$ cat src/rtl/comparator_exerciser.sv
// comparator_exerciser: sweeps every {a,b} operand pair through an external comparator
// and records failures, first failing pair and worst settle latency.
module comparator_exerciser #(
   parameter int WIDTH      = 8,
   parameter int SETTLE_MAX = 15
) (
   input  logic               clk,
   input  logic               reset,
   input  logic               start,
   input  logic               eq_in,
   input  logic               gt_in,
   output logic [WIDTH-1:0]   a_out,
   output logic [WIDTH-1:0]   b_out,
   output logic               busy,
   output logic               done,
   output logic [2*WIDTH:0]   error_count,
   output logic [7:0]         worst_latency,
   output logic               fail_valid,
   output logic [WIDTH-1:0]   fail_a,
   output logic [WIDTH-1:0]   fail_b
);
   typedef enum logic [2:0] {IDLE, DRIVE, WAIT, NEXT, DONE} state_t;
   localparam logic [7:0] LIMIT = 8'(SETTLE_MAX);
   state_t     state;
   logic [7:0] count;
   logic       match;
   logic       last;
   always_comb begin
      match = ({eq_in, gt_in} == {a_out == b_out, a_out > b_out});
      last  = &{a_out, b_out};
   end
   always_ff @(posedge clk) begin
      if (reset) begin
         state         <= IDLE;
         a_out         <= '0;
         b_out         <= '0;
         busy          <= 1'b0;
         done          <= 1'b0;
         error_count   <= '0;
         worst_latency <= '0;
         fail_valid    <= 1'b0;
         fail_a        <= '0;
         fail_b        <= '0;
         count         <= '0;
      end else begin
         case (state)
            IDLE, DONE: if (start) begin
               a_out         <= '0;
               b_out         <= '0;
               error_count   <= '0;
               worst_latency <= '0;
               fail_valid    <= 1'b0;
               fail_a        <= '0;
               fail_b        <= '0;
               count         <= '0;
               busy          <= 1'b1;
               done          <= 1'b0;
               state         <= DRIVE;
            end
            DRIVE: begin
               count <= '0;
               state <= WAIT;
            end
            WAIT: if (match) begin
               if (count > worst_latency) worst_latency <= count;
               state <= NEXT;
            end else if (count == LIMIT) begin
               if (~&error_count) error_count <= error_count + 1'b1;
               if (!fail_valid) begin
                  fail_valid <= 1'b1;
                  fail_a     <= a_out;
                  fail_b     <= b_out;
               end
               state <= NEXT;
            end else begin
               count <= count + 1'b1;
            end
            NEXT: if (last) begin
               busy  <= 1'b0;
               done  <= 1'b1;
               state <= DONE;
            end else begin
               // b is the low half, so its wrap carries into a
               {a_out, b_out} <= {a_out, b_out} + 1'b1;
               state          <= DRIVE;
            end
            default: state <= IDLE;
         endcase
      end
   end
endmodule

$ cat config.mk
export PLATFORM = sky130hd
export DESIGN_NAME = comparator_exerciser
export DESIGN_NICKNAME = d
export VERILOG_FILES = /design/src/rtl/comparator_exerciser.sv
export SDC_FILE = /design/constraint.sdc
export NUM_CORES = 1
export LEC_CHECK = 0
export ABC_AREA = 1
export ABC_CLOCK_PERIOD_IN_PS = 1950
export CAP_MARGIN = 20
export CORE_ASPECT_RATIO = 0.8
export CORE_MARGIN = 2
export CORE_UTILIZATION = 49
export DETAILED_ROUTE_END_ITERATION = 6
export HOLD_SLACK_MARGIN = 0.1
export MAX_ROUTING_LAYER = met4
export PLACE_DENSITY = 0.76
export SYNTH_ARGS = -nofsm -noshare
export SYNTH_HDL_FRONTEND = slang
export SYNTH_SLANG_ARGS = --single-unit
$ cat constraint.sdc
create_clock -name clk -period 1.95 [get_ports clk]
set_clock_uncertainty 0.05 [all_clocks]
set_input_delay 0.195 -clock clk [delete_from_list [all_inputs] [get_ports clk]]
set_output_delay 0.195 -clock clk [all_outputs]
set_load 0.1 [all_outputs]
# [Yosys cells after proc, flatten, opt, wreduce, memory -nomap -nowiden]
# Index checks and enable logic that the tools add are counted.
[totals] reg_bits=71 output_inout_bits=60
[classes] addsub=3 n_eq_ne=18 n_mux=38 n_lt_le_gt_ge=2 n_reduce_logical=15
[ops] cell="8-bit 2-to-1 mux" count=13
[ops] cell="8-bit one-hot mux with 2 select lines" count=5
[ops] cell="17-bit 2-to-1 mux" count=4
[ops] cell="17-bit one-hot mux with 2 select lines" count=1
[ops] cell="8-bit one-hot mux with 3 select lines" count=1
[ops] cell="2-bit inequality test (second input constant)" count=10
[ops] cell="17-bit by 1-bit adder with 17-bit output (second input constant)" count=1
[ops] cell="17-bit AND reduction" count=1
[ops] cell="16-bit by 1-bit adder with 16-bit output (second input constant)" count=1
[ops] cell="8-bit greater-than comparator" count=2
[ops] cell="16-bit AND reduction" count=1
[ops] cell="3-bit 2-to-1 mux" count=4
[ops] cell="3-bit one-hot mux with 4 select lines" count=1
[ops] cell="4-bit AND reduction" count=3
[ops] cell="5-bit AND reduction" count=2
[ops] cell="8-bit by 1-bit adder with 8-bit output (second input constant)" count=1
[ops] cell="8-bit by 4-bit equality test with 1-bit output (second input constant)" count=1
[ops] cell="8-bit equality test" count=1
[ops] cell="3-bit by 2-bit equality test with 1-bit output (second input constant)" count=2
[ops] cell="1-bit 2-to-1 mux" count=6
[ops] cell="1-bit one-hot mux with 2 select lines" count=3
[ops] cell="3-bit AND reduction" count=2
[ops] cell="2-bit nonzero test" count=2
[ops] cell="3-bit by 1-bit equality test with 1-bit output (second input constant)" count=1
[ops] cell="7 further kinds" count=7

# [Longest topological paths before layout]
# Gate-level depths: netlist of the first run.
[logic_depth] depth_word=5 mapped_depth=17 ltp_nobuf=17

# [Worst setup path before layout of the first run]
# Ideal clock, no wire load.
[synth_path] path_kind="register to register" start="register error_count[1]" end="register error_count[14]" path_stages_with_launch=15 t_required_ns=1.830 arrival_ns=2.882 slack_ns=-1.052 path_cell_list="dfxtp_1 > ha_1 > nand2_1 > nor2_1 > nand2_1 > nor2_1 > nand2_1 > nor3_1 > nor3b_1 > ha_1 > a21oi_4 > nand3_4 > buf_6 > nand2_1 > a21oi_1"
[synth_via] elab_chain_cells=5 word_cells_on_any_way=8 cone_classes="add/sub: 1; eq/ne: 1; mux: 4; reduce/logical: 2"
[synth_lines] item="start: declaration" line_no="16" text="output logic [2*WIDTH:0] error_count,"
[synth_lines] item="start signal: assignment" line_no="68" text="if (~&error_count) error_count <= error_count + 1'b1;"
[synth_lines] item="17-bit by 1-bit adder with 17-bit output" line_no="68"
[synth_lines] item="17-bit 2-to-1 mux" line_no="68"
[synth_lines] item="17-bit 2-to-1 mux" line_no="67" text="end else if (count == LIMIT) begin"
[synth_lines] item="17-bit 2-to-1 mux" line_no="64" text="WAIT: if (match) begin"
[synth_lines] item="17-bit one-hot mux with 2 select lines" line_no="46" text="case (state)"
# Parallel ways exist; a longest one is shown, timed or not. The select of a mux whose other input is x is not followed.
# A chain may end at the register's enable or synchronous reset.

# [Final worst setup path of the first run]
[layout_path] start="register b_out[1]" end="register fail_b[5]"
[layout_via] elab_chain_cells=4 word_cells_on_any_way=5 cone_classes="order compare: 1; eq/ne: 3; reduce/logical: 1"
[layout_lines] item="start: declaration" line_no="13" text="output logic [WIDTH-1:0] b_out,"
[layout_lines] item="start signal: assignment" line_no="84" text="{a_out, b_out} <= {a_out, b_out} + 1'b1;"
[layout_lines] item="8-bit greater-than comparator or 8-bit equality test (tied branches)" line_no="29" text="match = ({eq_in, gt_in} == {a_out == b_out, a_out > b_out});"
[layout_lines] item="2-bit equality test (*)" line_no="29"
[layout_lines] item="2-bit inequality test (no source line) (*)"
[layout_lines] item="5-bit AND reduction (no source line) (*)"
[layout_lines] item="end signal: assignment" line_no="72" text="fail_b <= b_out;"
[layout_lines] item="end: declaration" line_no="20" text="output logic [WIDTH-1:0] fail_b"
# Mark *: on every way between the ends. The rest lies on a longest branch, timed or not.

==> results.txt, run 1 <==
Status - finished, violations left
Failing checks - setup timing
WP data arrival - 2.40 ns
Pre-CTS setup slack - -0.2526 ns
Vias - 5018
Synth cell count leaders - 151 x nand2_1, 100 x inv_1, 87 x nor2_1, 71 x dfxtp_1, 50 x a21oi_1
RSZ-0062 raised after global routing - yes
Fin crit period - 2.205 ns
Initial antenna violation count - 0
Post-layout util - 77.20%
Ports - 65
H-tree depth - 3
Clock Tree Root - clkbuf_8
Layout Cell Area excl Fill - 6549 sq um
Wirelength, routed - 14800 microns
Filler Cell Count - 554
TritonCTS buffer count - 9
Clock transition at path regs - 0.08 ns
Detail Placement HPWL - 8872 microns
Number of iterations in the first detailed-routing pass - 5
Horiz. Die Dim - 108.5 microns
Critical Path Fanout Max - 8
Global route overflow - 0
Clock net sink count - 71
Final Cycle Share - 113.1%
Final setup fails - 59
DP Area - 5515 sq um
Synth unique cells - 45
Gpl congestion - 0.9128
Synth Flop Type - dfxtp_1
Fmax - 453.5 MHz
Synth top area cells - dfxtp_1 33%, nand2_1 13%, inv_1 8.8%, nor2_1 7.6%, a21oi_1 5.8%
Register area share after synthesis - 33.18%
Synth Instances - 646
Hold Buf Count CTS - 0
Peak VDD IR - 1.458 mV
Dominant cell type by area after synthesis - dfxtp_1
Post-Syn Nets - 671
Most frequent cell after synthesis - nand2_1
Required time of the critical path - 2.14 ns
Yosys warns - 0
Area Overhead vs Synth - 52.86%
Largest net degree at the start of global routing - 33
Post-synth EDFFs - 0
Worst setup margin - -0.2551 ns
Hold Crit Class - register to register
Fin. Hold Viols - 0
Crit. End Element - register
Register area - 1518 sq um
DRT iter0 DRCs - 481
Die Y - 87.64 microns
Yosys top cell area share - 33.18%
Num rows - 30
Final #Nets - 821
Via/cell ratio - 5.496
Worst Tran Pin Value - 0.4636 ns
Leakage - 2.985 nW
Drc violations - 0
Die area - 9512 sq um
Number of synthesized register bits - 71
Wire per inst - 16.21 microns
Max clock buf depth - 2
Wl on met1 - 6201 microns
Synth Area per Inst - 6.632 sq um
# diodes - 0
Layout cell share with drive strength beyond 1 - 41.45%
Kind of critical path - register to register
Initial core utilization - 50.50%
First-pass GRT wire length - 21060 microns
IO buf count - 64
Highest metal used - met4
Tot GR Track Use - 28.66%
Metal2 WL - 6941 microns
Final Max Tran Viols - 0
Relative slew margins - 69.02%
Vias in the first global route - 4452
Routed Antenna Nets - 0
Met3 wire len - 1358 microns
Power Dens Cells - 1470 nW/um^2
Footprint of the multi-input gates - 2924 sq um
Mapped Area - 4284 sq um
Asr flop ratio synth - 0%
TritonCTS clock tree - done
Startpoint types - register
Clock latency on the worst-skew pair - 0.36 ns
Max_cap viols - 0
Core Region - 8483 sq um
critical path, stage by stage (launching register included):
cell	delay (ns)
dfxtp_4	0.36
inv_2	0.05
ha_4	0.27
nand2_1	0.07
nand2_2	0.07
nand2_2	0.05
nand2_1	0.05
nand2_1	0.06
nand2_2	0.13
nand2_2	0.08
nand2_2	0.09
nand4_4	0.16
nand3_4	0.18
clkbuf_16	0.20
nand2_2	0.05
nand2_1	0.09
nor2_1	0.07
final cells by class:
cell class	instances	share of cell area [%]
inverter	102	6.190
sequential	71	23.18
multi-input combinational	455	44.65
clock buffer	10	2.274
clock inverter	6	0.9935
tap	112	2.140
timing repair buffer	156	20.48
timing repair inverter	1	0.09553
per-layer routing:
metal	vias to the layer above	global-route usage, %
met4	0	6.527
li1	2379	-
met5	-	-
met3	37	6.250
met2	261	45.51
met1	2341	37.49
placed cells by master, fill, tap and decap left out, drive strengths merged:
| cell type | instances |
|---|---|
| nor2 | 93 |
| nor3 | 18 |
| clkdlybuf4s50 | 4 |
| dfxtp | 71 |
| a22oi | 1 |
| nand4 | 23 |
| o21ai | 25 |
| nand2 | 155 |
| bufinv | 1 |
| xor2 | 6 |
| o211ai | 1 |
| ha | 20 |
| xnor2 | 2 |
| o22ai | 1 |
| inv | 104 |
| a211oi | 1 |
| o31ai | 1 |
| nand3 | 41 |
| or2 | 3 |
| a21o | 3 |
| clkinv | 3 |
| nand3b | 3 |
| nor3b | 3 |
| buf | 150 |
| clkinvlp | 1 |
| clkbuf | 12 |
| a21oi | 54 |
| nor4 | 1 |
kinds of logic (layout without fill, tap and decap cells):
group,Yosys count,in the layout,synth area share [%]
xor gates and xnor gates,8,8,1.811
DFF,71,71,33.18
and+or+nand+nor,337,340,35.78
buffers and inverters,123,275,12.09
AOI/OAI and AO/OA,87,87,11.30
adders and majority gates,20,20,5.841
registers in the layout, indices dropped and copies added, names as in the netlist, 3 cells and up:
name           flops
fail_a             8
count              8
a_out              8
b_out              8
state              3
error_count       17
fail_b             8
worst_latency      8
timing repair:
action	in CTS	in global routing
endpoints found under the setup margin	54	62
resized for setup	30	113
buffers inserted	9	18
cloned	4	5
pin swaps	21	41
power by group:
group / leakage, nW / total [W] / internal (W) / switching [W]
clock network: 0.106 / 0.00131 / 0.000672 / 0.000638
logic: 2.28 / 0.00618 / 0.00182 / 0.00435
registers: 0.603 / 0.00214 / 0.00183 / 0.000315
total: 2.99 / 0.00963 / 0.00432 / 0.00531
worst paths after layout:
| check | startpoint | to | slack, ns | depth (start not counted) |
|---|---|---|---|---|
| setup / recovery | b_out[1] | fail_b[5] | -0.26 | 16 |
| hold / removal | busy | busy | 0.43 | 2 |
| setup reg to reg | b_out[1] | fail_b[5] | -0.26 | 16 |
| hold reg to reg | busy | busy | 0.43 | 2 |
metrics by stage:
stage	total power, W	hold WS (ns)	setup TNS, ns	cells
after floorplan	0.006173	0.2221	-13.56	646
after global placement	0.007166	0.4096	-6.280	868
after detailed placement	0.007302	0.4201	-9.217	868
after CTS	0.008868	0.4331	-5.284	897
after global routing	0.01014	0.4665	-15.28	913
final	0.009628	0.4320	-8.364	913
(Power assumes the default switching activity.)
==> inputs of run 2 (changes only) <==
--- a/config.mk
+++ b/config.mk
@@ -6,8 +6,7 @@
 export NUM_CORES = 1
 export LEC_CHECK = 0
 export ABC_AREA = 1
-export ABC_CLOCK_PERIOD_IN_PS = 1950
-export CAP_MARGIN = 20
+export ABC_CLOCK_PERIOD_IN_PS = 1800
 export CORE_ASPECT_RATIO = 0.8
 export CORE_MARGIN = 2
 export CORE_UTILIZATION = 49
@@ -15,6 +14,7 @@
 export HOLD_SLACK_MARGIN = 0.1
 export MAX_ROUTING_LAYER = met4
 export PLACE_DENSITY = 0.76
+export SKIP_CTS_REPAIR_TIMING = 1
 export SYNTH_ARGS = -nofsm -noshare
 export SYNTH_HDL_FRONTEND = slang
 export SYNTH_SLANG_ARGS = --single-unit
==> constraint.sdc (replaced) <==
create_clock -name clk -period 1.8 [get_ports clk]
set_clock_uncertainty 0.05 [all_clocks]
set_input_delay 0.18 -clock clk [delete_from_list [all_inputs] [get_ports clk]]
set_output_delay 0.18 -clock clk [all_outputs]
set_load 0.1 [all_outputs]
==> results.txt, run 2 (synthesis results as in run 1) <==
Fmax - 444.7 MHz (was 453.5 MHz)
Reg2Reg Depth - 12 (was 16)
Max stage delay cell, worst path - dfxtp_4 (unchanged)
Fin. Hold Viols - 0 (unchanged)
Number of iterations in the first detailed-routing pass - 5 (unchanged)
Drc violations - 0 (unchanged)
DP Area - 5724 sq um (was 5515 sq um)
Final setup fails - 64 (was 59)
Register area - 1515 sq um (was 1518 sq um)
Fin crit period - 2.249 ns (was 2.205 ns)
Clock net sink count - 71 (unchanged)
Core Region - 8483 sq um (unchanged)
Max_cap viols - 0 (unchanged)
WP data arrival - 2.44 ns (was 2.40 ns)
CP cell instances - inv_4 -> ha_4 -> nand2_4 -> nor2_4 -> nand4_4 -> xor2_4 -> nand4_4 -> nand3_4 -> clkbuf_16 -> nand2_2 -> nand2_1 -> nor2_1 (was inv_2 -> ha_4 -> nand2_1 -> nand2_2 -> nand2_2 -> nand2_1 -> nand2_1 -> nand2_2 -> nand2_2 -> nand2_2 -> nand4_4 -> nand3_4 -> clkbuf_16 -> nand2_2 -> nand2_1 -> nor2_1)
Ports - 65 (unchanged)
Footprint of the multi-input gates - 2894 sq um (was 2924 sq um)
TritonCTS buffer count - 9 (unchanged)
Num rows - 30 (unchanged)
Cell mode on critical path - nand4_4 (was nand2_2)
Post-layout util - 77.21% (was 77.20%)
Net switching power - 0.005752 W (was 0.005305 W)
Worst Path Buf+Inv - 2 (unchanged)
Tot GR Track Use - 26.78% (was 28.66%)
Final #Nets - 828 (was 821)
Relative slew margins - 69.89% (was 69.02%)
Startpoint types - register (unchanged)
Wirelength, routed - 14330 microns (was 14800 microns)
Status - finished, violations left (unchanged)
Comb pwr share - 65.8% (was 64.1%)
Vias - 4919 (was 5018)
Detail Placement HPWL - 9174 microns (was 8872 microns)
# diodes - 0 (unchanged)
Required time of the critical path - 1.99 ns (was 2.14 ns)
Clock transition at path regs - 0.08 ns (about the same)
Initial antenna violation count - 0 (unchanged)
Routed Antenna Nets - 0 (unchanged)
Crit. End Element - register (unchanged)
DRT iter0 DRCs - 248 (was 481)
Gpl congestion - 0.8993 (was 0.9128)
Power Dens Cells - 1591 nW/um^2 (was 1470 nW/um^2)
Worst Tran Pin Value - 0.4506 ns (was 0.4636 ns)
Final Max Tran Viols - 0 (unchanged)
Max clock buf depth - 2 (unchanged)
Slowest stage delay, CP - 0.36 ns (about the same)
Horiz. Die Dim - 108.5 microns (unchanged)
Via/cell ratio - 5.347 (was 5.496)
Largest reg by FF count - error_count (unchanged)
Flop pwr share - 22.0% (was 22.3%)
TritonCTS clock tree - done (unchanged)
Clk network pwr share - 12.2% (was 13.6%)
Post-Layout Cell Count - 920 (was 913)
Largest net degree at the start of global routing - 33 (unchanged)
Most frequent cells in the layout - 141 x buf_4, 108 x nand2_1, 91 x inv_1 (was 130 x buf_4, 116 x nand2_1, 91 x inv_1)
CP Depth - 12 (was 16)
Die area - 9512 sq um (unchanged)
Hold Crit Class - register to register (unchanged)
Die Y - 87.64 microns (unchanged)
RSZ-0062 raised after global routing - yes (unchanged)
Clock latency on the worst-skew pair - 0.34 ns (was 0.36 ns)
Vias in the first global route - 4140 (was 4452)
WHS - 0.4342 ns (was 0.4320 ns)
Pre-CTS setup slack - -0.4572 ns (was -0.2526 ns)
Critical Path Fanout Max - 8 (unchanged)
Wire per inst - 15.58 microns (was 16.21 microns)
Area Overhead vs Synth - 52.89% (was 52.86%)
Peak VDD IR - 1.826 mV (was 1.458 mV)
First-pass GRT wire length - 19510 microns (was 21060 microns)
Clock Tree Root - clkbuf_8 (unchanged)
Most common cell after layout, fill and taps aside - buf_4 (unchanged)
Failing checks - setup timing (unchanged)
Hold depth - 2 (unchanged)
Max FFs per register - 17 (unchanged)
Layout Cell Area excl Fill - 6550 sq um (was 6549 sq um)
Switching Fraction - 55.19% (was 55.10%)
Cell Int Power - 0.004670 W (was 0.004322 W)
Worst setup margin - -0.4488 ns (was -0.2551 ns)
Global route overflow - 0 (unchanged)
Kind of critical path - register to register (unchanged)
Initial core utilization - 50.50% (unchanged)
# placed instances - 887 (was 868)
Leakage - 3.028 nW (was 2.985 nW)
Layout cell share with drive strength beyond 1 - 42.45% (was 41.45%)
Top cell family by delay on the critical path - simple AND/OR/NAND/NOR gates (unchanged)
H-tree depth - 3 (unchanged)
Final Cycle Share - 124.9% (was 113.1%)
Filler Cell Count - 609 (was 554)
IO buf count - 64 (unchanged)
==> run 2: metal layers <==
metal | share of wire, % | track usage (%) | up-vias
li1 | - | - | 2390
met1 | 43 | 36.81 | 2287
met2 | 48 | 41.19 | 211
met3 | 7.2 | 3.943 | 31
met4 | 1.9 | 7.226 | 0
met5 | 0 | - | -
==> run 2: cell type report <==
type                            instances  area share [%]
Clock buffer                            9           1.891
Clock inverter                          7          0.9551
Inverter                              102           6.266
Multi-Input combinational cell        454           44.18
Sequential cell                        71           23.13
Tap cell                              112           2.139
Timing Repair Buffer                  164           21.26
Timing Repair inverter                  1          0.1719
==> run 2: power groups by stage <==
stage | combinational (W) | clock [W] | sequential (W)
finish | 0.00686 | 0.00127 | 0.00229
global route | 0.00724 | 0.00136 | 0.00232
CTS | 0.00580 | 0.00129 | 0.00226
detailed placement | 0.00578 | 0 | 0.00229
global placement | 0.00565 | 0 | 0.00228
floorplan | 0.00215 | 0 | 0.00455
==> run 2: worst register-to-register path: stages, from the launching register on <==
cell	delay, ns
dfxtp_4	0.36
inv_4	0.04
ha_4	0.27
nand2_4	0.06
nor2_4	0.14
nand4_4	0.15
xor2_4	0.25
nand4_4	0.21
nand3_4	0.23
clkbuf_16	0.21
nand2_2	0.06
nand2_1	0.07
nor2_1	0.05
==> run 2: worst paths after layout <==
check,startpoint,slack (ns),to
setup / recovery,b_out[5],-0.45,fail_b[3]
hold / removal,busy,0.43,busy
setup reg to reg,b_out[5],-0.45,fail_b[3]
hold reg to reg,busy,0.43,busy
==> run 2: per-stage QoR <==
step                TNS [ns]  total power (W)
floorplan             -23.06         0.006699
global placement      -13.74         0.007930
detailed placement    -18.58         0.008076
CTS                   -20.18         0.009352
global route          -24.40          0.01092
finish                -18.32          0.01042
